$ cat config.mk
export PLATFORM = sky130hd
export DESIGN_NAME = mux_scan_sequencer
export DESIGN_NICKNAME = d
export VERILOG_FILES = /design/src/rtl/mux_scan_sequencer_pkg.sv /design/src/rtl/mux_scan_sequencer_chan_next_finder.sv /design/src/rtl/mux_scan_sequencer.sv
export SDC_FILE = /design/constraint.sdc
export NUM_CORES = 1
export LEC_CHECK = 0
export CAP_MARGIN = 20
export CORE_MARGIN = 2
export CORE_UTILIZATION = 35
export CTS_BUF_LIST = sky130_fd_sc_hd__clkbuf_4 sky130_fd_sc_hd__clkbuf_8 sky130_fd_sc_hd__clkbuf_16
export CTS_CLUSTER_DIAMETER = 50
export DETAILED_ROUTE_END_ITERATION = 6
export GPL_ROUTABILITY_DRIVEN = 0
export SYNTH_ARGS = -nofsm -noshare
export SYNTH_HDL_FRONTEND = slang
export SYNTH_SLANG_ARGS = --single-unit
$ cat constraint.sdc
create_clock -name i_clk -period 4.1 [get_ports i_clk]
set_clock_uncertainty 0.15 [all_clocks]
set_input_delay 1.23 -clock i_clk [delete_from_list [all_inputs] [get_ports i_clk]]
set_output_delay 1.23 -clock i_clk [all_outputs]
set_load 0.05 [all_outputs]
$ cat src/rtl/mux_scan_sequencer_pkg.sv
// =====================================================================
// mux_scan_sequencer_pkg : shared types and sizes for the mux scanner
// Rev 1.0
// =====================================================================
`default_nettype none

package mux_scan_sequencer_pkg;

   localparam int CHAN_W   = 3;
   localparam int NUM_CHAN = 8;

   typedef enum logic [1:0] {
      ST_IDLE = 2'd0,
      ST_SCAN = 2'd1,
      ST_HOLD = 2'd2
   } state_t;

endpackage

`default_nettype wire

$ cat src/rtl/mux_scan_sequencer_chan_next_finder.sv
// =====================================================================
// chan_next_finder : next enabled channel above an index, or lowest
// enabled channel when i_first is set. Rev 1.0
// =====================================================================
`default_nettype none

module chan_next_finder
   import mux_scan_sequencer_pkg::*;
(
   input  logic [NUM_CHAN-1:0] i_mask,
   input  logic [CHAN_W-1:0]   i_idx,
   input  logic                i_first,
   output logic [CHAN_W-1:0]   o_next,
   output logic                o_last
);

   // Descending scan so the lowest qualifying channel is the final assignment.
   always_comb begin
      o_next = '0;
      o_last = 1'b1;
      for (int i = NUM_CHAN - 1; i >= 0; i--) begin
         if (i_mask[i] && (i_first || (i > int'(i_idx)))) begin
            o_next = i[CHAN_W-1:0];
         end
         if (i_mask[i] && (i > int'(i_idx))) begin
            o_last = 1'b0;
         end
      end
   end

endmodule

`default_nettype wire

$ cat src/rtl/mux_scan_sequencer.sv
// =====================================================================
// mux_scan_sequencer : steps an 8:1 mux select over enabled channels,
// assembles the sampled bits into a frame with valid/ready. Rev 1.0
// =====================================================================
`default_nettype none

module mux_scan_sequencer
   import mux_scan_sequencer_pkg::*;
#(
   parameter int SETTLE_CYCLES = 0
)(
   input  logic                i_clk,
   input  logic                i_rst,
   input  logic                i_start,
   input  logic                i_stop,
   input  logic                i_continuous,
   input  logic [NUM_CHAN-1:0] i_mask,
   output logic [CHAN_W-1:0]   o_sel,
   input  logic                i_mux_in,
   output logic [NUM_CHAN-1:0] o_data,
   output logic                o_valid,
   input  logic                i_ready,
   output logic                o_busy,
   output logic [7:0]          o_frame_count
);

   localparam logic [3:0] c_settle = 4'(SETTLE_CYCLES);

   state_t              r_state, w_state_n;
   logic [CHAN_W-1:0]   r_sel, w_sel_n;
   logic [3:0]          r_dwell, w_dwell_n;
   logic [NUM_CHAN-1:0] r_mask, w_mask_n;
   logic                r_cont, w_cont_n;
   logic [NUM_CHAN-1:0] r_shadow, w_shadow_n;
   logic [NUM_CHAN-1:0] r_data, w_data_n;
   logic                r_valid, w_valid_n;
   logic [7:0]          r_fcnt, w_fcnt_n;

   logic [NUM_CHAN-1:0] w_find_mask;
   logic                w_find_first;
   logic [CHAN_W-1:0]   w_next;
   logic                w_last;
   logic [NUM_CHAN-1:0] w_sample;

   // In IDLE the live mask picks the first channel; otherwise the latched one.
   assign w_find_mask  = (r_state == ST_IDLE) ? i_mask : r_mask;
   assign w_find_first = (r_state != ST_SCAN);

   chan_next_finder u_finder (
      .i_mask  (w_find_mask),
      .i_idx   (r_sel),
      .i_first (w_find_first),
      .o_next  (w_next),
      .o_last  (w_last)
   );

   always_comb begin
      w_sample        = r_shadow;
      w_sample[r_sel] = i_mux_in;
   end

   always_comb begin
      w_state_n  = r_state;
      w_sel_n    = r_sel;
      w_dwell_n  = r_dwell;
      w_mask_n   = r_mask;
      w_cont_n   = r_cont & ~i_stop;
      w_shadow_n = r_shadow;
      w_data_n   = r_data;
      w_valid_n  = r_valid;
      w_fcnt_n   = r_fcnt;

      case (r_state)
         ST_IDLE: begin
            w_sel_n = '0;
            if (i_start && (i_mask != '0)) begin
               w_mask_n   = i_mask;
               w_cont_n   = i_continuous & ~i_stop;
               w_sel_n    = w_next;
               w_shadow_n = '0;
               w_dwell_n  = '0;
               w_state_n  = ST_SCAN;
            end
         end
         ST_SCAN: begin
            if (r_dwell == c_settle) begin
               w_dwell_n  = '0;
               w_shadow_n = w_sample;
               if (w_last) begin
                  w_data_n  = w_sample;
                  w_valid_n = 1'b1;
                  w_state_n = ST_HOLD;
               end else begin
                  w_sel_n = w_next;
               end
            end else begin
               w_dwell_n = r_dwell + 4'd1;
            end
         end
         ST_HOLD: begin
            if (r_valid && i_ready) begin
               w_valid_n = 1'b0;
               w_fcnt_n  = r_fcnt + 8'd1;
               if (r_cont && !i_stop) begin
                  w_state_n  = ST_SCAN;
                  w_sel_n    = w_next;
                  w_shadow_n = '0;
                  w_dwell_n  = '0;
               end else begin
                  w_state_n = ST_IDLE;
                  w_sel_n   = '0;
               end
            end
         end
         default: begin
            w_state_n = ST_IDLE;
            w_sel_n   = '0;
            w_valid_n = 1'b0;
         end
      endcase
   end

   always_ff @(posedge i_clk) begin
      if (i_rst) begin
         r_state  <= ST_IDLE;
         r_sel    <= '0;
         r_dwell  <= '0;
         r_mask   <= '0;
         r_cont   <= 1'b0;
         r_shadow <= '0;
         r_data   <= '0;
         r_valid  <= 1'b0;
         r_fcnt   <= '0;
      end else begin
         r_state  <= w_state_n;
         r_sel    <= w_sel_n;
         r_dwell  <= w_dwell_n;
         r_mask   <= w_mask_n;
         r_cont   <= w_cont_n;
         r_shadow <= w_shadow_n;
         r_data   <= w_data_n;
         r_valid  <= w_valid_n;
         r_fcnt   <= w_fcnt_n;
      end
   end

   assign o_sel         = r_sel;
   assign o_data        = r_data;
   assign o_valid       = r_valid;
   assign o_busy        = (r_state != ST_IDLE);
   assign o_frame_count = r_fcnt;

endmodule

`default_nettype wire

Yosys cells after proc, flatten, opt, wreduce, memory -nomap -nowiden
Cells that the tools add are included.
{"block": "totals", "regBits": 43, "latch_bits": 0, "mem_bits_rw": 0, "romBits": 0, "input_bits": 15, "output_inout_bits": 21, "word_cells": 120, "n_memories": 0}
{"block": "classes", "add_sub_neg": 2, "mul": 0, "n_div": 0, "order_cmp": 9, "n_eq_ne": 9, "shifts": 0, "mux": 47, "bitwise_logic": 4, "n_reduce_logical": 40}
{"op": "$mux W8", "n": 5}
{"op": "$mux W3", "n": 13}
{"op": "$pmux W8 S3", "n": 1}
{"op": "$logic_and A1 B1 Y1", "n": 19}
{"op": "$mux W4", "n": 4}
{"op": "$mux W1", "n": 14}
{"op": "$gt A3 B3 Y1 const A", "n": 4}
{"op": "$pmux W4 S3", "n": 1}
{"op": "$reduce_and A4 Y1", "n": 3}
{"op": "$pmux W3 S3", "n": 1}
{"op": "$add A8 B1 Y8 const B", "n": 1}
{"op": "$bwmux W8", "n": 1}
{"op": "$mux W2", "n": 4}
{"op": "$ne A2 B2 Y1 const B", "n": 4}
{"op": "$reduce_bool A8 Y1", "n": 1}
{"op": "$logic_or A1 B1 Y1", "n": 7}
{"op": "$gt A2 B3 Y1 const A", "n": 2}
{"op": "$ne A2 B1 Y1 const B", "n": 3}
{"op": "$pmux W2 S3", "n": 1}
{"op": "$reduce_and A3 Y1", "n": 2}
{"op": "$reduce_and A5 Y1", "n": 1}
{"op": "$add A4 B1 Y4 const B", "n": 1}
{"op": "$logic_not A4 Y1", "n": 1}
{"op": "$lt A3 B4 Y1 const B", "n": 1}
{"op": "other kinds (13)", "n": 16}

Longest topological paths before layout
Gate-level depths: netlist (run 1).
{"block": "logic_depth", "word_depth": 14, "ltp_mapped": 10, "depth_no_buf": 7}

By module
Synthesis (run 1) repeated with hierarchy kept, for this count alone.
{"block": "unflattened", "hier_cells": 256, "hier_area_um2": 2294.7}
{"mod": "mux_scan_sequencer", "instances": 1, "cells_each": 211, "area_per_inst_um2": 1978.1, "seq_area_each_um2": 860.8}
{"mod": "chan_next_finder", "instances": 1, "cells_each": 45, "area_per_inst_um2": 316.6, "seq_area_each_um2": 0.0}

Worst setup path before layout (run 1)
No wires, ideal clock.
{"block": "synth_path", "path_kind": "input-to-reg", "startpoint": "in i_mask[2]", "endpoint": "reg r_data[0] (netlist: o_data[0])", "setup_time_ns": 0.088, "t_arrival_ns": 2.751, "required_ns": 3.862, "setup_slack_ns": 1.111, "stages": 7, "n_path_buf": 1, "cell_sequence": "or4_1 -> o311a_1 -> nor4_2 -> and4_1 -> buf_6 -> nor2_2 -> a311oi_2"}
{"block": "synth_between", "elab_chain_len": 5}
{"element": "start: declaration", "line": "mux_scan_sequencer.sv:17", "text": "input logic [NUM_CHAN-1:0] i_mask,"}
{"element": "$mux W8", "line": "mux_scan_sequencer.sv:46", "text": "assign w_find_mask = (r_state == ST_IDLE) ? i_mask : r_mask;"}
{"element": "$logic_and A1 B1 Y1", "line": "mux_scan_sequencer_chan_next_finder.sv:25", "text": "if (i_mask[i] && (i > int'(i_idx))) begin"}
{"element": "$mux W1 (2 in series)", "line": "mux_scan_sequencer_chan_next_finder.sv:25"}
{"element": "$reduce_and A3 Y1 (no source line)"}
{"element": "end signal: assignment", "line": "mux_scan_sequencer.sv:141", "text": "r_data <= w_data_n;"}
{"element": "end: declaration", "line": "mux_scan_sequencer.sv:35", "text": "logic [NUM_CHAN-1:0] r_data, w_data_n;"}
Every way passes these cells.
A chain may end at the register's enable or synchronous reset.

Worst setup path in the final report (run 1)
{"block": "layout_path", "startpoint": "in i_mask[2]", "endpoint": "reg r_data[4] (netlist: o_data[4])"}
The elaborated chain is that of the path after synthesis.

==> results.py, run 1 <==
metrics = {
    "global_route": {
        "grt_pass1_wl_mm": 9.04,
        "grt_pass1_vias": 1933,
        "grt.overflow.total": 0,
        "track_usage_pct": 15.4,
        "grt_max_degree": 22,
        "antenna_found_initial": 0,
    },
    "min_path": {
        "hp-start": "r_shadow[7]",
        "hold_class": "flip-flop to flip-flop",
    },
    "logic_synthesis": {
        "ys_ff_latch": 43,
        "syn-cell-area_sq_mm": 0.00229,
        "synth-edff-count": 0,
        "synth_fp_nets": 279,
        "synth.avg_cell_area_sq_um": 8.77,
        "synth_cells": 261,
        "yosysSeqAreaShare_pct": 37.6,
        "yosysWarnings": 0,
        "yosysUniqueCellTypes": 55,
        "async_reset_ff_share_pct": 0,
        "ys.flop_type": "dfxtp_1",
    },
    "route": {
        "drc": 0,
        "routed_wl_mm": 5.27,
        "antenna_left": 0,
        "wl_per_cell_um": 14.2,
        "dr.pass1.iters": 6,
        "drtIter0Drc": 122,
        "avgViaCountPerCell": 5.29,
        "num_vias": 1964,
    },
    "placement": {
        "dpl.hpwl_mm": 3.79,
        "port_buffers": 35,
        "dp.cells": 364,
        "pre_cts_ws_ns": 0.377,
    },
    "timing": {
        "rsz0062_at_grt": "false",
        "tns_ns": 0,
        "slew_headroom_pct": 61.3,
        "drv_slew": 0,
        "final.period_utilization_pct": 83.3,
        "whs_ns": 0.307,
        "min_period_ns": 3.41,
        "hold_viol": 0,
        "max_freq_mhz": 293,
        "tightest_slew_ns": 0.580,
        "setup_violations": 0,
        "finalWorstSetupSlack_ns": 0.685,
    },
    "cts": {
        "cts_made_buffers": 5,
        "insertion_delay_ns": 0.29,
        "root_buffer": "clkbuf_8",
        "holdBufCountCts": 0,
        "cts.repair.resized": 0,
        "cts_sinks": 43,
        "cts.clk_slew.worst_paths_ns": 0.08,
        "cts_tree": "done",
        "cts.htree.levels": 2,
        "clk_path_buf_depth": 2,
        "post_cts_buffers": 0,
    },
    "setup_path": {
        "r2r_start": "r_state[0]",
        "crit_arrival_ns": 3.47,
        "critical_path.startpoint": "i_mask[2]",
        "crit_fanout": 18,
        "crit_type": "input port to flip-flop",
        "critPathLaunchType": "input port",
        "cp-end-kind": "flip-flop",
        "worst_ep_required_time_ns": 4.16,
    },
    "pwr": {
        "p_leak_uw": 0.00106,
        "powerDensity_mw_per_mm2": 334,
        "max-vdd-ir-drop_mv": 0.224,
    },
    "floorplanning": {
        "die-area_sq_mm": 0.00720,
        "num_rows": 29,
        "core_sq_mm": 0.00635,
        "io_pins": 36,
        "initial_core_util_pct": 36.1,
        "die_height_um": 84.9,
        "dieWidth_um": 84.9,
    },
    "finish": {
        "final_common_cell": "dfxtp_1",
        "fin_cells": 371,
        "mostFrequentLayoutCells": "dfxtp_1, clkdlybuf4s50_1, nor2_1",
        "nets": 312,
        "layout-drive-gt1-share_pct": 11.6,
        "syn_to_final_growth_pct": 22.6,
        "antenna_cells": 0,
    },
    "status": {
        "status": "complete, no violations",
    },
    "run": {
        "drv_cap": 0,
    },
}
cell families after synthesis:
logic type               share of synthesized area (%)
AO/OA/AOI/OAI                                     19.0
XOR/XNOR                                          3.83
adder cells (fa/ha/maj)                           1.64
buffers and inverters                             4.70
flip-flops                                        37.6
multiplexers                                      8.36
AND/OR/NAND/NOR                                   24.9
per-stage QoR:
step / power, uW / utilization, % / cell area, sq um
global placement: 619 / 42.5 / 2700
global route: 978 / 44.2 / 2810
detailed placement: 619 / 42.5 / 2700
CTS: 948 / 44.2 / 2810
floorplan: 567 / - / 2290
finish: 936 / 44.2 / 2810
flip-flops by register name, indices dropped and copies added (netlist names):
signal         cells
o_data             8
o_frame_count      8
o_sel              3
o_valid            1
r_cont             1
r_dwell            4
r_mask             8
r_shadow           8
r_state            2
critical path: stages:
cell and delay, ns:
clkdlybuf4s50_1 0.45, or4_1 0.48, o311a_1 0.15, nor4_2 0.37, and4_1 0.23, buf_4 0.27, nor2_2 0.06, a311oi_2 0.22
power breakdown:
part	total, uW	internal (uW)	switching [uW]
sequential	444	430	14.2
combinational	166	71.3	95.0
clock	326	185	141
final timing paths:
| check | end | slack, ns | depth (start not counted) |
|---|---|---|---|
| worst max-delay path | o_data[4] | 0.69 | 8 |
| worst min-delay path | r_shadow[7] | 0.31 | 1 |
| worst max register to register | o_data[4] | 1.53 | 8 |
| worst min register to register | r_shadow[7] | 0.31 | 1 |
cell type report:
cell class              count  area (sq um)
fillers                   630          3540
multi-input cells         197          1320
flip-flops and latches     43           861
repair buffers             42           403
well taps                  77          96.3
clock buffers               6          76.3
clock inverters             1          30.0
inverters                   5          18.8
Yosys cell counts, types with 2 or more instances:
library cell	number	area, sq um
a211oi_1	2	15.0
a211oi_2	5	62.6
a21o_1	5	37.5
a21oi_1	13	65.1
a22oi_1	4	30.0
a311oi_1	2	17.5
a311oi_2	3	45.0
and2_1	3	18.8
and3_1	2	12.5
and4_1	2	17.5
buf_2	4	20.0
clkbuf_1	9	33.8
dfxtp_1	43	861
ha_1	3	37.5
inv_1	4	15.0
mux2i_1	18	180
nand2_1	19	71.3
nand2b_1	7	43.8
nand3_1	5	25.0
nand3b_1	2	15.0
nand4_1	4	25.0
nor2_1	31	116
nor2_2	3	18.8
nor2b_1	7	43.8
nor3_1	2	10.0
nor3b_1	3	22.5
o21ai_0	13	65.1
o21ai_1	2	10.0
or3_1	2	12.5
or3b_1	2	17.5
or3b_2	2	17.5
or4_1	4	30.0
xnor2_1	3	26.3
xor2_1	7	61.3
metal layers:
metal | share of wire [%] | global-route usage [%] | vias to the layer above | routed length, um
met1 | 50 | 20.8 | 935 | 2640
met2 | 45 | 24.2 | 30 | 2370
li1 | - | - | 991 | -
met3 | 3.3 | 3.89 | 8 | 176
met4 | 1.5 | 5.34 | 0 | 80
met5 | 0 | 0 | - | 0
Note: power is estimated with default switching activity, not from simulation.
==> run 2: changes to the inputs <==
==> constraint.sdc (replaced) <==
create_clock -name i_clk -period 3.1 [get_ports i_clk]
set_clock_uncertainty 0.15 [all_clocks]
set_input_delay 0.93 -clock i_clk [delete_from_list [all_inputs] [get_ports i_clk]]
set_output_delay 0.93 -clock i_clk [all_outputs]
set_load 0.05 [all_outputs]
==> run 2 against run 1 <==
- final cell count rose by 4.6%
- combinational power rose by 52%
- global-route usage rose by 0.98 points
- worst hold slack got worse by 0.0028 ns
- critical endpoint unchanged
==> results.py, run 2 (same netlist as run 1, synthesis figures left out) <==
metrics = {
    "setup_path": {
        "crit_path_cell_trace": "clkdlybuf4s50_1 -> or4_1 -> o311a_1 -> nor4_4 -> and4_4 -> buf_12 -> nor2_2 -> a311oi_2",
        "crit_fanout": 17,
        "slowest_delay_ns": 0.47,
        "slowest_stage": "or4_1",
        "crit_arrival_ns": 3.01,
        "r2r_start": "r_state[1]",
        "worstReg2RegEnd": "o_data[4]",
        "critical_path.startpoint": "i_mask[2]",
        "rrSetupSlack_ns": 0.73,
        "critPathTopFamily": "simple AND/OR/NAND/NOR gates",
        "ff2ff_path_depth": 8,
        "worst_ep_required_time_ns": 3.16,
        "crit_type": "input port to flip-flop",
        "crit_buf_inv": 2,
        "cp-end-kind": "flip-flop",
        "critPathLaunchType": "input port",
    },
    "cts": {
        "clk_path_buf_depth": 2,
        "cts.repair.resized": 0,
        "cts_tree": "done",
        "insertion_delay_ns": 0.29,
        "cts_made_buffers": 5,
        "root_buffer": "clkbuf_8",
        "cts.htree.levels": 2,
        "post_cts_buffers": 0,
        "cts_sinks": 43,
        "cts.clk_slew.worst_paths_ns": 0.08,
        "holdBufCountCts": 0,
    },
    "min_path": {
        "hold_depth": 1,
        "hp-start": "r_shadow[4]",
        "holdPathEnd": "r_shadow[4]",
        "hold_class": "flip-flop to flip-flop",
    },
    "timing": {
        "setup_violations": 0,
        "slew_headroom_pct": 64.0,
        "hold_viol": 0,
        "drv_slew": 0,
        "rsz0062_at_grt": "false",
        "finalWorstSetupSlack_ns": 0.148,
        "max_freq_mhz": 339,
        "min_period_ns": 2.95,
        "tightest_slew_ns": 0.537,
        "final.period_utilization_pct": 95.2,
    },
    "finish": {
        "fill_cells": 622,
        "antenna_cells": 0,
        "mostFrequentLayoutCells": "dfxtp_1, clkdlybuf4s50_1, nor2_1",
        "layout-drive-gt1-share_pct": 17.0,
        "syn_to_final_growth_pct": 28.1,
        "final_util_pct": 46.2,
        "final_common_cell": "dfxtp_1",
        "nets": 330,
    },
    "floorplanning": {
        "die-area_sq_mm": 0.00720,
        "num_rows": 29,
        "die_height_um": 84.9,
        "initial_core_util_pct": 36.1,
        "dieWidth_um": 84.9,
        "core_sq_mm": 0.00635,
        "io_pins": 36,
    },
    "pwr": {
        "p_leak_uw": 0.00114,
        "p_comb_share_pct": 21.6,
        "power_frac_clock_pct": 28.8,
        "p_switching_uw": 340,
        "swShare_pct": 29.1,
        "powerDensity_mw_per_mm2": 399,
        "p_int_uw": 830,
        "max-vdd-ir-drop_mv": 0.217,
        "power_frac_seq_pct": 49.6,
    },
    "global_route": {
        "grt_pass1_wl_mm": 9.59,
        "grt_max_degree": 23,
        "antenna_found_initial": 0,
        "track_usage_pct": 16.4,
        "grt.overflow.total": 0,
        "grt_pass1_vias": 2016,
    },
    "status": {
        "status": "complete, no violations",
    },
    "route": {
        "antenna_left": 0,
        "drtIter0Drc": 119,
        "dr.pass1.iters": 4,
        "wl_per_cell_um": 14.2,
        "num_vias": 2034,
        "drc": 0,
        "avgViaCountPerCell": 5.24,
        "routed_wl_mm": 5.50,
    },
    "placement": {
        "dpl.hpwl_mm": 4.08,
        "pre_cts_ws_ns": -0.205,
        "port_buffers": 35,
    },
    "run": {
        "drv_cap": 0,
    },
}
==> run 2: through the flow <==
stage	TNS [ns]	hold WS (ns)	total power, uW	instance area, sq um	std cells
2_1_floorplan	0	0.274	750	2290	261
3_3_place_gp	-1.79	0.283	839	2850	382
3_5_place_dp	-1.90	0.289	841	2850	382
4_1_cts	0	0.310	1180	2920	388
5_1_grt	0	0.331	1230	2930	388
6_report	0	0.304	1170	2930	388
==> run 2: worst max path at each step <==
stage,to,slack [ns],cells past startpoint
2_1_floorplan,o_data[0],0.41,7
5_1_grt,o_data[4],0.007,8
6_report,o_data[4],0.15,8
4_1_cts,o_data[4],0.09,8
3_5_place_dp,o_data[4],-0.21,8
3_3_place_gp,o_data[0],-0.18,8
==> run 2: routing by layer <==
layer	share of wire (%)	global-route usage (%)
met1	47	22.5
met3	4.1	3.40
met4	1.3	4.33
met2	47	26.5
met5	0	0
==> run 2: layout make-up <==
class	count	area [sq um]	area share (%)
inverter	5	18.8	0.640
multi-input combinational	197	1330	45.4
clock inverter	1	7.51	0.256
tap	77	96.3	3.28
clock buffer	5	68.8	2.35
sequential	43	861	29.4
timing repair buffer	60	548	18.7
==> run 2: power groups by stage <==
stage               Sequential (uW)  Combinational (uW)  Clock (uW)
global route                    583                 277         372
CTS                             581                 249         354
finish                          580                 253         337
global placement                594                 245           0
floorplan                       607                 143           0
detailed placement              593                 248           0
==> run 3: changes to the inputs <==
--- a/config.mk
+++ b/config.mk
@@ -12,6 +12,7 @@
 export CTS_CLUSTER_DIAMETER = 50
 export DETAILED_ROUTE_END_ITERATION = 6
 export GPL_ROUTABILITY_DRIVEN = 0
+export RECOVER_POWER = 25
 export SYNTH_ARGS = -nofsm -noshare
 export SYNTH_HDL_FRONTEND = slang
 export SYNTH_SLANG_ARGS = --single-unit
==> run 3 against run 2 <==
- die area is the same
- highest routed layer unchanged
- register-to-register slack is essentially flat
- combinational power hardly changed
- first-iteration DRC count is 24% lower
- fmax is essentially flat
- worst hold slack about the same
- utilization fell by 0.059 points
- setup slack better by 0.00095 ns
- total power is 0.18% lower
- via count fell by 0.34%
- critical path type unchanged
- design area shrank 0.13%
==> results.py, run 3 (same netlist as run 1, synthesis figures left out) <==
metrics = {
    "pwr": {
        "swShare_pct": 29.0,
        "p_leak_uw": 0.00116,
        "p_int_uw": 830,
        "p_total_uw": 1170,
        "powerDensity_mw_per_mm2": 399,
        "power_frac_seq_pct": 49.7,
        "max-vdd-ir-drop_mv": 0.217,
        "p_comb_share_pct": 21.6,
        "p_switching_uw": 339,
        "power_frac_clock_pct": 28.7,
    },
    "setup_path": {
        "crit_fanout": 17,
        "slowest_delay_ns": 0.47,
        "slowest_stage": "or4_1",
        "worst_ep_required_time_ns": 3.16,
        "critPathLaunchType": "input port",
        "crit_path_cell_trace": "clkdlybuf4s50_1 -> or4_1 -> o311a_1 -> nor4_4 -> and4_4 -> buf_12 -> nor2_2 -> a311oi_2",
        "cp-end-kind": "flip-flop",
        "crit_type": "input port to flip-flop",
        "crit_arrival_ns": 3.01,
    },
    "finish": {
        "fin_cells": 388,
        "layout-drive-gt1-share_pct": 16.7,
        "mostFrequentLayoutCells": "dfxtp_1, nor2_1, clkdlybuf4s50_1",
        "final_common_cell": "dfxtp_1",
        "final_util_pct": 46.1,
        "nets": 330,
        "syn_to_final_growth_pct": 27.9,
        "antenna_cells": 0,
    },
    "timing": {
        "slew_headroom_pct": 64.1,
        "hold_viol": 0,
        "final.period_utilization_pct": 95.2,
        "tightest_slew_ns": 0.534,
        "tns_ns": 0,
        "finalWorstSetupSlack_ns": 0.149,
        "setup_violations": 0,
        "drv_slew": 0,
        "max_freq_mhz": 339,
        "rsz0062_at_grt": "false",
        "min_period_ns": 2.95,
    },
    "cts": {
        "holdBufCountCts": 0,
        "cts.htree.levels": 2,
        "cts_sinks": 43,
        "post_cts_buffers": 0,
        "insertion_delay_ns": 0.29,
        "cts.repair.resized": 0,
        "cts_made_buffers": 5,
        "root_buffer": "clkbuf_8",
        "cts_tree": "done",
        "cts.clk_slew.worst_paths_ns": 0.08,
        "clk_path_buf_depth": 2,
    },
    "global_route": {
        "met3_usage_pct": 3.40,
        "track_usage_pct": 16.4,
        "antenna_found_initial": 0,
        "grt.overflow.total": 0,
        "grt_pass1_wl_mm": 9.59,
        "busiest_layer": "met2",
        "grt_pass1_vias": 2016,
        "grt_max_degree": 23,
        "grt_util_met1_pct": 22.5,
        "grtUsageMet2_pct": 26.5,
    },
    "route": {
        "drtIter0Drc": 90,
        "dr.pass1.iters": 4,
        "drc": 0,
        "wl_per_cell_um": 14.2,
        "antenna_left": 0,
        "avgViaCountPerCell": 5.22,
        "routed_wl_mm": 5.50,
        "num_vias": 2027,
    },
    "run": {
        "drv_cap": 0,
    },
    "floorplanning": {
        "die-area_sq_mm": 0.00720,
        "dieWidth_um": 84.9,
        "die_height_um": 84.9,
        "num_rows": 29,
        "core_sq_mm": 0.00635,
        "initial_core_util_pct": 36.1,
        "io_pins": 36,
    },
    "placement": {
        "dp.cells": 382,
        "port_buffers": 35,
        "pre_cts_ws_ns": -0.205,
        "dpl.hpwl_mm": 4.08,
    },
    "status": {
        "status": "complete, no violations",
    },
    "min_path": {
        "hold_class": "flip-flop to flip-flop",
    },
}
-- run 3: cell type report --
type	instances	area (sq um)
Inverter	5	18.8
Clock inverter	1	7.51
Tap cell	77	96.3
Fill cell	624	3420
Timing Repair Buffer	60	544
Multi-Input combinational cell	197	1330
Sequential cell	43	861
Clock buffer	5	68.8
-- run 3: power groups by stage --
stage               Sequential (uW)  Combinational [uW]  Clock [uW]
global placement                594                 245           0
global route                    583                 276         372
floorplan                       607                 143           0
detailed placement              593                 248           0
finish                          581                 252         336
CTS                             581                 249         354
-- run 3: worst paths after layout --
kind / endpoint / slack [ns] / cells past startpoint / startpoint
hold / removal: r_shadow[4] / 0.30 / 1 / r_shadow[4]
setup / recovery: o_data[4] / 0.15 / 8 / i_mask[2]
hold reg to reg: r_shadow[4] / 0.30 / 1 / r_shadow[4]
setup reg to reg: o_data[4] / 0.73 / 8 / r_state[1]
-- run 3: worst max-delay path: cells and delay by family --
family,cells,cell delay (ns)
AOI/OAI and AO/OA,2,0.39
and+or+nand+nor,4,1.11
buffers and inverters,2,0.57
-- run 3: through the flow --
stage	hold slack (ns)	cell area [sq um]
2_1_floorplan	0.274	2290
3_3_place_gp	0.283	2850
3_5_place_dp	0.289	2850
4_1_cts	0.310	2920
5_1_grt	0.331	2930
6_report	0.304	2930
-- run 3: routing by layer --
| metal | up-vias | routed length [um] | part of all wire (%) |
|---|---|---|---|
| li1 | 1025 | - | - |
| met1 | 952 | 2600 | 47 |
| met2 | 44 | 2600 | 47 |
| met3 | 6 | 238 | 4.3 |
| met4 | 0 | 67 | 1.2 |
| met5 | - | 0 | 0 |
